--- src/rtl/alu_operand_stage_if.sv ---
// Bundle of the decode-side handshake, write-back port and ALU-side operand bundle.
// master = upstream/driver side, slave = the operand stage.
interface alu_operand_stage_if #(
    parameter int XLEN = 32
);
    logic            In_valid;
    logic            In_ready;
    logic [4:0]      Rs_addr;
    logic [4:0]      Rt_addr;
    logic [4:0]      Rd_addr;
    logic [4:0]      Shamt_in;
    logic [1:0]      Funct_in;
    logic            Wb_en;
    logic [4:0]      Wb_addr;
    logic [XLEN-1:0] Wb_data;
    logic            Out_valid;
    logic            Out_ready;
    logic [XLEN-1:0] Src_1;
    logic [XLEN-1:0] Src_2;
    logic [4:0]      Shamt;
    logic [1:0]      Funct;
    logic [4:0]      Dest_addr;

    modport master (
        output In_valid, Rs_addr, Rt_addr, Rd_addr, Shamt_in, Funct_in,
        output Wb_en, Wb_addr, Wb_data, Out_ready,
        input  In_ready, Out_valid, Src_1, Src_2, Shamt, Funct, Dest_addr
    );

    modport slave (
        input  In_valid, Rs_addr, Rt_addr, Rd_addr, Shamt_in, Funct_in,
        input  Wb_en, Wb_addr, Wb_data, Out_ready,
        output In_ready, Out_valid, Src_1, Src_2, Shamt, Funct, Dest_addr
    );
endinterface

--- src/rtl/alu_operand_stage.sv ---
// Operand fetch stage: register file with write-back bypass, per-register busy
// scoreboard for hazard stalls, and a one-entry registered bundle toward the ALU.
module alu_operand_stage #(
    parameter int XLEN = 32,
    parameter int NREG = 32
) (
    input logic clk,
    input logic rst_n,
    alu_operand_stage_if.slave bus
);
    // Handshakes (both sides): a beat moves on a rising edge where valid and
    // ready are both 1; a valid offer keeps its payload until it moves.
    logic [XLEN-1:0] regs [NREG];
    logic [NREG-1:0] busy;

    logic            wb_write;
    logic            rs_hazard;
    logic            rt_hazard;
    logic            rd_hazard;
    logic            hazard;
    logic            xfer;
    logic [XLEN-1:0] rs_val;
    logic [XLEN-1:0] rt_val;

    assign wb_write = bus.Wb_en && (bus.Wb_addr != 5'd0);

    // Register 0 reads as zero regardless of array contents.
    function automatic logic [XLEN-1:0] read_src(input logic [4:0] addr);
        logic [XLEN-1:0] val;
        val = '0;
        if (addr != 5'd0) begin
            if (wb_write && (bus.Wb_addr == addr))
                val = bus.Wb_data;
            else
                val = regs[addr];
        end
        return val;
    endfunction

    function automatic logic busy_now(input logic [4:0] addr);
        return busy[addr] && !(bus.Wb_en && (bus.Wb_addr == addr));
    endfunction

    always_comb begin
        rs_val    = read_src(bus.Rs_addr);
        rt_val    = read_src(bus.Rt_addr);
        rs_hazard = busy_now(bus.Rs_addr);
        rt_hazard = busy_now(bus.Rt_addr);
        rd_hazard = (bus.Rd_addr != 5'd0) && busy_now(bus.Rd_addr);
        hazard    = rs_hazard || rt_hazard || rd_hazard;
    end

    assign bus.In_ready = (!bus.Out_valid || bus.Out_ready) && !hazard;
    assign xfer         = bus.In_valid && bus.In_ready;

    always_ff @(posedge clk or negedge rst_n) begin
        if (!rst_n) begin
            for (int i = 0; i < NREG; i++)
                regs[i] <= '0;
        end else if (wb_write) begin
            regs[bus.Wb_addr] <= bus.Wb_data;
        end
    end

    // Clear is applied first so a same-cycle set on the same register wins.
    always_ff @(posedge clk or negedge rst_n) begin
        if (!rst_n) begin
            busy <= '0;
        end else begin
            if (bus.Wb_en)
                busy[bus.Wb_addr] <= 1'b0;
            if (xfer && (bus.Rd_addr != 5'd0))
                busy[bus.Rd_addr] <= 1'b1;
        end
    end

    always_ff @(posedge clk or negedge rst_n) begin
        if (!rst_n) begin
            bus.Out_valid <= 1'b0;
            bus.Src_1     <= '0;
            bus.Src_2     <= '0;
            bus.Shamt     <= '0;
            bus.Funct     <= '0;
            bus.Dest_addr <= '0;
        end else if (xfer) begin
            bus.Out_valid <= 1'b1;
            bus.Src_1     <= rs_val;
            bus.Src_2     <= rt_val;
            bus.Shamt     <= bus.Shamt_in;
            bus.Funct     <= bus.Funct_in;
            bus.Dest_addr <= bus.Rd_addr;
        end else if (bus.Out_valid && bus.Out_ready) begin
            bus.Out_valid <= 1'b0;
        end
    end
endmodule

--- src/flat_wrapper.sv ---
// flat-port wrapper written by rule: the top's interface ports become plain ports
module alu_operand_stage_flat 
#(
    parameter int XLEN = 32,
    parameter int NREG = 32
)
  (clk, rst_n, bus_In_valid, bus_Rs_addr, bus_Rt_addr, bus_Rd_addr, bus_Shamt_in, bus_Funct_in, bus_Wb_en, bus_Wb_addr, bus_Wb_data, bus_Out_ready, bus_In_ready, bus_Out_valid, bus_Src_1, bus_Src_2, bus_Shamt, bus_Funct, bus_Dest_addr);
  alu_operand_stage_if #(.XLEN(XLEN)) bus_i ();
  input logic clk;
  input logic rst_n;
  input wire logic [$bits(bus_i.In_valid)-1:0] bus_In_valid;
  input wire logic [$bits(bus_i.Rs_addr)-1:0] bus_Rs_addr;
  input wire logic [$bits(bus_i.Rt_addr)-1:0] bus_Rt_addr;
  input wire logic [$bits(bus_i.Rd_addr)-1:0] bus_Rd_addr;
  input wire logic [$bits(bus_i.Shamt_in)-1:0] bus_Shamt_in;
  input wire logic [$bits(bus_i.Funct_in)-1:0] bus_Funct_in;
  input wire logic [$bits(bus_i.Wb_en)-1:0] bus_Wb_en;
  input wire logic [$bits(bus_i.Wb_addr)-1:0] bus_Wb_addr;
  input wire logic [$bits(bus_i.Wb_data)-1:0] bus_Wb_data;
  input wire logic [$bits(bus_i.Out_ready)-1:0] bus_Out_ready;
  output wire logic [$bits(bus_i.In_ready)-1:0] bus_In_ready;
  output wire logic [$bits(bus_i.Out_valid)-1:0] bus_Out_valid;
  output wire logic [$bits(bus_i.Src_1)-1:0] bus_Src_1;
  output wire logic [$bits(bus_i.Src_2)-1:0] bus_Src_2;
  output wire logic [$bits(bus_i.Shamt)-1:0] bus_Shamt;
  output wire logic [$bits(bus_i.Funct)-1:0] bus_Funct;
  output wire logic [$bits(bus_i.Dest_addr)-1:0] bus_Dest_addr;
  assign bus_i.In_valid = bus_In_valid;
  assign bus_i.Rs_addr = bus_Rs_addr;
  assign bus_i.Rt_addr = bus_Rt_addr;
  assign bus_i.Rd_addr = bus_Rd_addr;
  assign bus_i.Shamt_in = bus_Shamt_in;
  assign bus_i.Funct_in = bus_Funct_in;
  assign bus_i.Wb_en = bus_Wb_en;
  assign bus_i.Wb_addr = bus_Wb_addr;
  assign bus_i.Wb_data = bus_Wb_data;
  assign bus_i.Out_ready = bus_Out_ready;
  assign bus_In_ready = bus_i.In_ready;
  assign bus_Out_valid = bus_i.Out_valid;
  assign bus_Src_1 = bus_i.Src_1;
  assign bus_Src_2 = bus_i.Src_2;
  assign bus_Shamt = bus_i.Shamt;
  assign bus_Funct = bus_i.Funct;
  assign bus_Dest_addr = bus_i.Dest_addr;
  alu_operand_stage #(.XLEN(XLEN), .NREG(NREG)) u_core (.clk(clk), .rst_n(rst_n), .bus(bus_i));
endmodule
--- config.mk ---
export PLATFORM = sky130hd
export DESIGN_NAME = alu_operand_stage_flat
export DESIGN_NICKNAME = d
export VERILOG_FILES = /design/src/rtl/alu_operand_stage_if.sv /design/src/rtl/alu_operand_stage.sv /design/src/flat_wrapper.sv
export SDC_FILE = /design/constraint.sdc
export NUM_CORES = 2
export LEC_CHECK = 0
export ABC_CLOCK_PERIOD_IN_PS = 2890
export BUFFER_PORTS_ARGS = -buffer_cell sky130_fd_sc_hd__buf_2
export CAP_MARGIN = 20
export CORE_MARGIN = 3
export CORE_UTILIZATION = 35
export CTS_CLUSTER_SIZE = 8
export DETAILED_ROUTE_END_ITERATION = 8
export GPL_TIMING_DRIVEN = 0
export PLACE_DENSITY = 0.58
export SETUP_SLACK_MARGIN = 0.2
export SYNTH_ARGS = -nofsm -noshare
export SYNTH_HDL_FRONTEND = slang
export SYNTH_SLANG_ARGS = --single-unit
--- constraint.sdc ---
create_clock -name clk -period 2.89 [get_ports clk]
set_input_delay 0.578 -clock clk [delete_from_list [all_inputs] [get_ports clk]]
set_output_delay 0.578 -clock clk [all_outputs]
set_load 0.02 [all_outputs]
# [Word-level counts from Yosys, hierarchy flattened]
# Cells that the tools add are included.
[totals] output_inout_bits=78 register_bits=1133 inputBits=64
[classes] muxes=27 bitwise_logic=6 magnitude_cmp=10 n_reduce_logical=30 n_eq_ne=3
[op_table] cell="1024-bit bitwise mux" count=1
[op_table] cell="32-bit 2-to-1 mux" count=11
[op_table] cell="32-bit binary-select mux with 5-bit select" count=2
[op_table] cell="32-bit demux with 5-bit select" count=1
[op_table] cell="32-bit bitwise AND" count=1
[op_table] cell="32-bit inverter" count=1
[op_table] cell="32-bit bitwise OR" count=1
[op_table] cell="5-bit by 6-bit < comparator with 1-bit output (second input constant)" count=4
[op_table] cell="5-bit nonzero test" count=4
[op_table] cell="6-bit >= comparator (second input constant)" count=3
[op_table] cell="5-bit inverter with 6-bit output" count=3
[op_table] cell="1-bit logical AND" count=17
[op_table] cell="1-bit binary-select mux with 5-bit select" count=3
[op_table] cell="5-bit equality test" count=3
[op_table] cell="1-bit demux with 5-bit select" count=2
[op_table] cell="5-bit by 1-bit >= comparator with 1-bit output (second input constant)" count=2
[op_table] cell="1-bit 2-to-1 mux" count=7
[op_table] cell="6-bit by 1-bit < comparator with 1-bit output (second input constant)" count=1
[op_table] cell="1-bit logical NOT" count=5
[op_table] cell="1-bit logical OR" count=3
[op_table] cell="2-bit nonzero test" count=1

# [Longest topological paths before layout]
[logic_depth] word_depth=11 mapped_depth=13 depth_no_buf=7

# [Worst setup path before layout]
# No wires, ideal clock.
[synth_timing] path_kind="input to register" start="in bus_Rt_addr[0]" end="reg u_core.bus.Src_2[10]" path_slack_ps=-425 required_time_ps=2765 cell_stages=7 setup_time_ps=125 n_path_buf=3 arrival_ps=3191 cell_sequence="buf_2 > clkbuf_1 > buf_1 > mux4_2 > mux4_2 > a221o_1 > mux2_2"
[synth_via] elab_chain_len=9 elab_cells_between_ends=19
[synth_rtl] element="start, declared" line_no="flat_wrapper.sv:13" source="input wire logic [$bits(bus_i.Rt_addr)-1:0] bus_Rt_addr;"
[synth_rtl] element="branches (longest 9 deep; another with 32-bit binary-select mux with 5-bit select)"
[synth_rtl] element="end signal, assigned" line_no="alu_operand_stage.sv:88" source="bus.Src_2 <= rt_val;"
[synth_rtl] element="end, declared" line_no="alu_operand_stage_if.sv:33" source="output In_ready, Out_valid, Src_1, Src_2, Shamt, Funct, Dest_addr"
# Parallel ways; which one is timed is not known. The select of a mux whose other input is x is not followed.
# A chain may end at the register's enable or synchronous reset.

# [Worst setup path after layout]
[layout_timing] start="reg u_core.busy[15]" end="out bus_In_ready"
[layout_via] elab_chain_len=7 elab_cells_between_ends=14
[layout_rtl] element="start, declared" line_no="alu_operand_stage.sv:14" source="logic [NREG-1:0] busy;"
[layout_rtl] element="start signal, assigned" line_no="alu_operand_stage.sv:68" source="busy <= '0;"
[layout_rtl] element="start signal, assigned by index" line_no="alu_operand_stage.sv:71" source="busy[bus.Wb_addr] <= 1'b0;"
[layout_rtl] element="start signal, assigned by index" line_no="alu_operand_stage.sv:73" source="busy[bus.Rd_addr] <= 1'b1;"
[layout_rtl] element="1-bit binary-select mux with 5-bit select" line_no="alu_operand_stage.sv:41" source="return busy[addr] && !(bus.Wb_en && (bus.Wb_addr == addr));"
[layout_rtl] element="1-bit 2-to-1 mux (not written as such)" line_no="alu_operand_stage.sv:41"
[layout_rtl] element="1-bit logical AND" line_no="alu_operand_stage.sv:41"
[layout_rtl] element="1-bit logical OR or 1-bit logical AND (tied branches)" line_no="alu_operand_stage.sv:50, alu_operand_stage.sv:49"
[layout_rtl] element="1-bit logical OR (*)" line_no="alu_operand_stage.sv:50" source="hazard = rs_hazard || rt_hazard || rd_hazard;"
[layout_rtl] element="1-bit logical NOT (*)" line_no="alu_operand_stage.sv:53" source="assign bus.In_ready = (!bus.Out_valid || bus.Out_ready) && !hazard;"
[layout_rtl] element="1-bit logical AND (*)" line_no="alu_operand_stage.sv:53"
[layout_rtl] element="end, declared" line_no="flat_wrapper.sv:21" source="output wire logic [$bits(bus_i.In_ready)-1:0] bus_In_ready;"
# Every way passes the cells marked *; elsewhere a longest branch is shown, timed or not. The select of a mux whose other input is x is not followed.

==> results by group <==
Floorplan
  – Core area: 0.168 mm2
  – Initial cell density of the core: 35.4%
  – Die Wd: 419 um
  – # rows: 150
  – Io pins: 142
  – Die footprint: 0.175 mm2
  – Die Y: 419 um

Setup path
  – CP dominant cell by count: mux4_2
  – CP max stage delay: 500 ps
  – WP data arrival: 3060 ps
  – Slowest-stage cell, CP: mux4_2
  – Worst r2r src: u_core.busy[15]$_DFF_PN0_
  – Critical Path Fanout Max: 2
  – Critical Path Sink Type: output pin
  – R2R cell count: 12
  – WP data required: 2310 ps
  – Critical R2R Capture: u_core.bus.Src_2[12]$_DFFE_PN0P_
  – Reg2reg setup slack: -480 ps
  – Crit path cell chain: mux4_2 -> mux4_2 -> nand2b_4 -> a221o_1 -> nor2b_4 -> buf_6
  – Crit Path Category: reg -> out
  – Setup crit start kind: flop

Outcome
  – Failing checks: hold timing, setup timing
  – Status: finished with violations

Synth
  – Post-synth EDFFs: 0
  – Distinct cells, synth: 47
  – Sequential fraction of the synthesis area: 47.6%
  – Synth warn: 0
  – Synth area leader: dfrtp_1
  – Mapped Avg Cell Area: 15.9 um2
  – Gate count of the mapped netlist: 3760
  – Async set-or-reset flop fraction in the synthesized netlist: 100%
  – Most used standard cell by instance count after synthesis: dfrtp_1
  – Post-synthesis register bit count: 1133
  – Synth top area share: 47.6%
  – Ranking of synthesized cells by area: dfrtp_1 (48%), mux4_2 (24%), mux2_2 (20%)
  – Post-Syn Area: 0.0596 mm2
  – Top cells by count, synth: dfrtp_1 (1133), mux2_2 (1073), mux4_2 (641)
  – Ys flop type: dfrtp_1
  – Syn nets: 3824

Pwr
  – P_leak: 29.8 nW
  – PnR Total Power: 51.0 mW
  – Pwr Density: 727 mW/mm2
  – VDD IR max: 0.488 mV

Place
  – Port Buffers: 136
  – RePlAce Congestion: 0.921
  – Worst slack, placed: -2380 ps
  – HPWL Detailed: 163000 um
  – Inst Count DP: 6168

Clock tree
  – Clock sink count: 1133
  – Deepest clock path buffer count: 3
  – Hold buffers post-CTS: 7
  – CTS tree: done
  – Clock-pin slew on the worst setup and hold paths: 50 ps
  – CTS Buf Count: 160
  – Skew-Pair Late Insertion Delay: 820 ps
  – H-tree depth reported by CTS: 4
  – Root Buffer: clkbuf_16

Global route
  – GRT Util Overall: 26.4%
  – First-pass GRT wire length: 322000 um
  – Global route overflow: 0
  – Pin count of the biggest net entering global routing: 159
  – Initial antenna violation count: 18
  – Vias in the first global route: 40500

Detailed routing
  – DRT Pass-1 Iters: 6
  – Drt initial violations: 4736
  – Vias: 40100
  – Antenna violation net count after detailed routing: 0
  – Vias/cell: 6.26
  – Routed length per placed instance: 36.2 um
  – DRC: 0
  – WL final: 232000 um

STA
  – Final Skew: 41.3 ps
  – Slew @ Worst Pin: 1200 ps
  – Worst path setup slack after routing: -748 ps
  – Tcrit/Tclk final: 126%
  – Endpoints failing hold: 89
  – Fin crit period: 3640 ps
  – Max Slew Vio Count: 0
  – Unrepaired setup endpoints after global routing: yes
  – WHS: -309 ps
  – Fmax: 0.275 GHz
  – Final Setup Violations: 109
  – Slew margin rel.: 20.0%

Finish
  – Multi-input logic area: 0.0298 mm2
  – Reg area: 0.0284 mm2
  – Filler cells: 15300
  – Final non-filler cell total: 6409
  – Area Growth Syn to Fin: 17.7%
  – Final nets: 4243
  – Share of cells above drive strength 1: 55.4%

Job
  – Max Cap Viol: 0

Worst hold path
  – Hold Crit Class: in -> async
==> layer usage <==
metal | GRT usage, % | vias up | wire, um
met5 | 0 | - | 85
met4 | 13.5 | 8 | 14400
met3 | 7.96 | 620 | 22800
met2 | 41.3 | 2321 | 107000
met1 | 33.2 | 21800 | 88200
li1 | - | 15400 | -
==> flip-flops by register name (all words and copies together) (netlist names) <==
name / count
u_core.bus.Dest_addr: 5
u_core.bus.Shamt: 5
u_core.bus.Src_1: 32
u_core.regs: 1024
u_core.bus.Out_valid: 1
u_core.busy: 32
u_core.bus.Funct: 2
u_core.bus.Src_2: 32
==> report_power, final <==
part,internal (mW),total [mW],leakage [nW],switching (mW)
Sequential,19.2,21.6,14.5,2.38
Clock,9.83,16.8,2.04,6.97
Combinational,7.13,12.6,13.2,5.48
==> worst max-delay path: cells and delay by family (launching register included) <==
kind,cells,cell delay [ps]
AOI/OAI and AO/OA,1,410
muxes,2,990
DFF,1,390
buffers and inverters,1,140
and+or+nand+nor,2,330
==> repair_timing <==
item	4_1_cts	5_1_grt
endpoints found under the hold margin	96	89
setup endpoints to repair	295	258
setup buffers	20	14
cloned	10	2
gates resized for setup	138	137
pin swaps	2	15
==> through the flow <==
stage	area [um2]	utilization [%]	hold WS, ps	TNS [ps]
CTS	69500	41.4	-277	-41670
global route	70100	41.7	-242	-44980
finish	70100	41.7	-309	-41230
detailed placement	64400	38.3	467	-591570
global placement	63200	37.6	454	-
floorplan	59800	-	282	-7760
==> worst max path at each step <==
stage                                    startpoint                          endpoint  slack, ps
after floorplan                      bus_Rt_addr[1]   u_core.bus.Funct[0]$_DFFE_PN0P_       -100
after global placement                        rst_n       u_core.regs[38]$_DFFE_PN0P_     -24460
after detailed placement             bus_Rt_addr[2]  u_core.bus.Src_2[18]$_DFFE_PN0P_      -2380
after CTS                  u_core.busy[8]$_DFF_PN0_                      bus_In_ready       -810
after global routing       u_core.busy[7]$_DFF_PN0_                      bus_In_ready       -800
final                     u_core.busy[15]$_DFF_PN0_                      bus_In_ready       -750
==> final cells by class <==
type                       count  share of cell area, %
antenna                       14                 0.0500
buffer                       431                   3.20
clock buffer                 167                   5.82
clock inverter                 7                  0.118
inverter                      21                  0.114
multi-input combinational   2175                   42.5
sequential                  1133                   40.4
tap                         2204                   3.93
timing repair buffer         257                   3.83
==> logic make-up after synthesis <==
logic type             after synthesis  synth area share, %
multiplexers                      1744                 45.0
AO/OA/AOI/OAI                      145                 2.04
flip-flops                        1133                 47.6
buffers and inverters              452                 3.01
XOR/XNOR                            15                0.220
AND/OR/NAND/NOR                    271                 2.17
==> layout by cell type (no fill, tap or decap), types with 9 or more instances in the layout <==
| cell type | count |
|---|---|
| a211oi_1 | 14 |
| a21oi_1 | 13 |
| a221o_1 | 33 |
| a32o_1 | 31 |
| and2_1 | 16 |
| buf_1 | 46 |
| buf_12 | 24 |
| buf_16 | 22 |
| buf_2 | 163 |
| buf_4 | 44 |
| buf_6 | 30 |
| buf_8 | 49 |
| clkbuf_1 | 219 |
| clkbuf_16 | 164 |
| clkbuf_2 | 61 |
| clkbuf_4 | 18 |
| dfrtp_1 | 1133 |
| diode_2 | 14 |
| inv_1 | 18 |
| mux2_2 | 997 |
| mux2_4 | 76 |
| mux2i_1 | 29 |
| mux4_2 | 641 |
| nand2_1 | 119 |
| nand2b_1 | 32 |
| nand3b_1 | 9 |
| nor2_1 | 46 |
| nor3b_1 | 9 |
| o211ai_1 | 36 |
| xnor2_1 | 11 |
(Power assumes the default switching activity.)
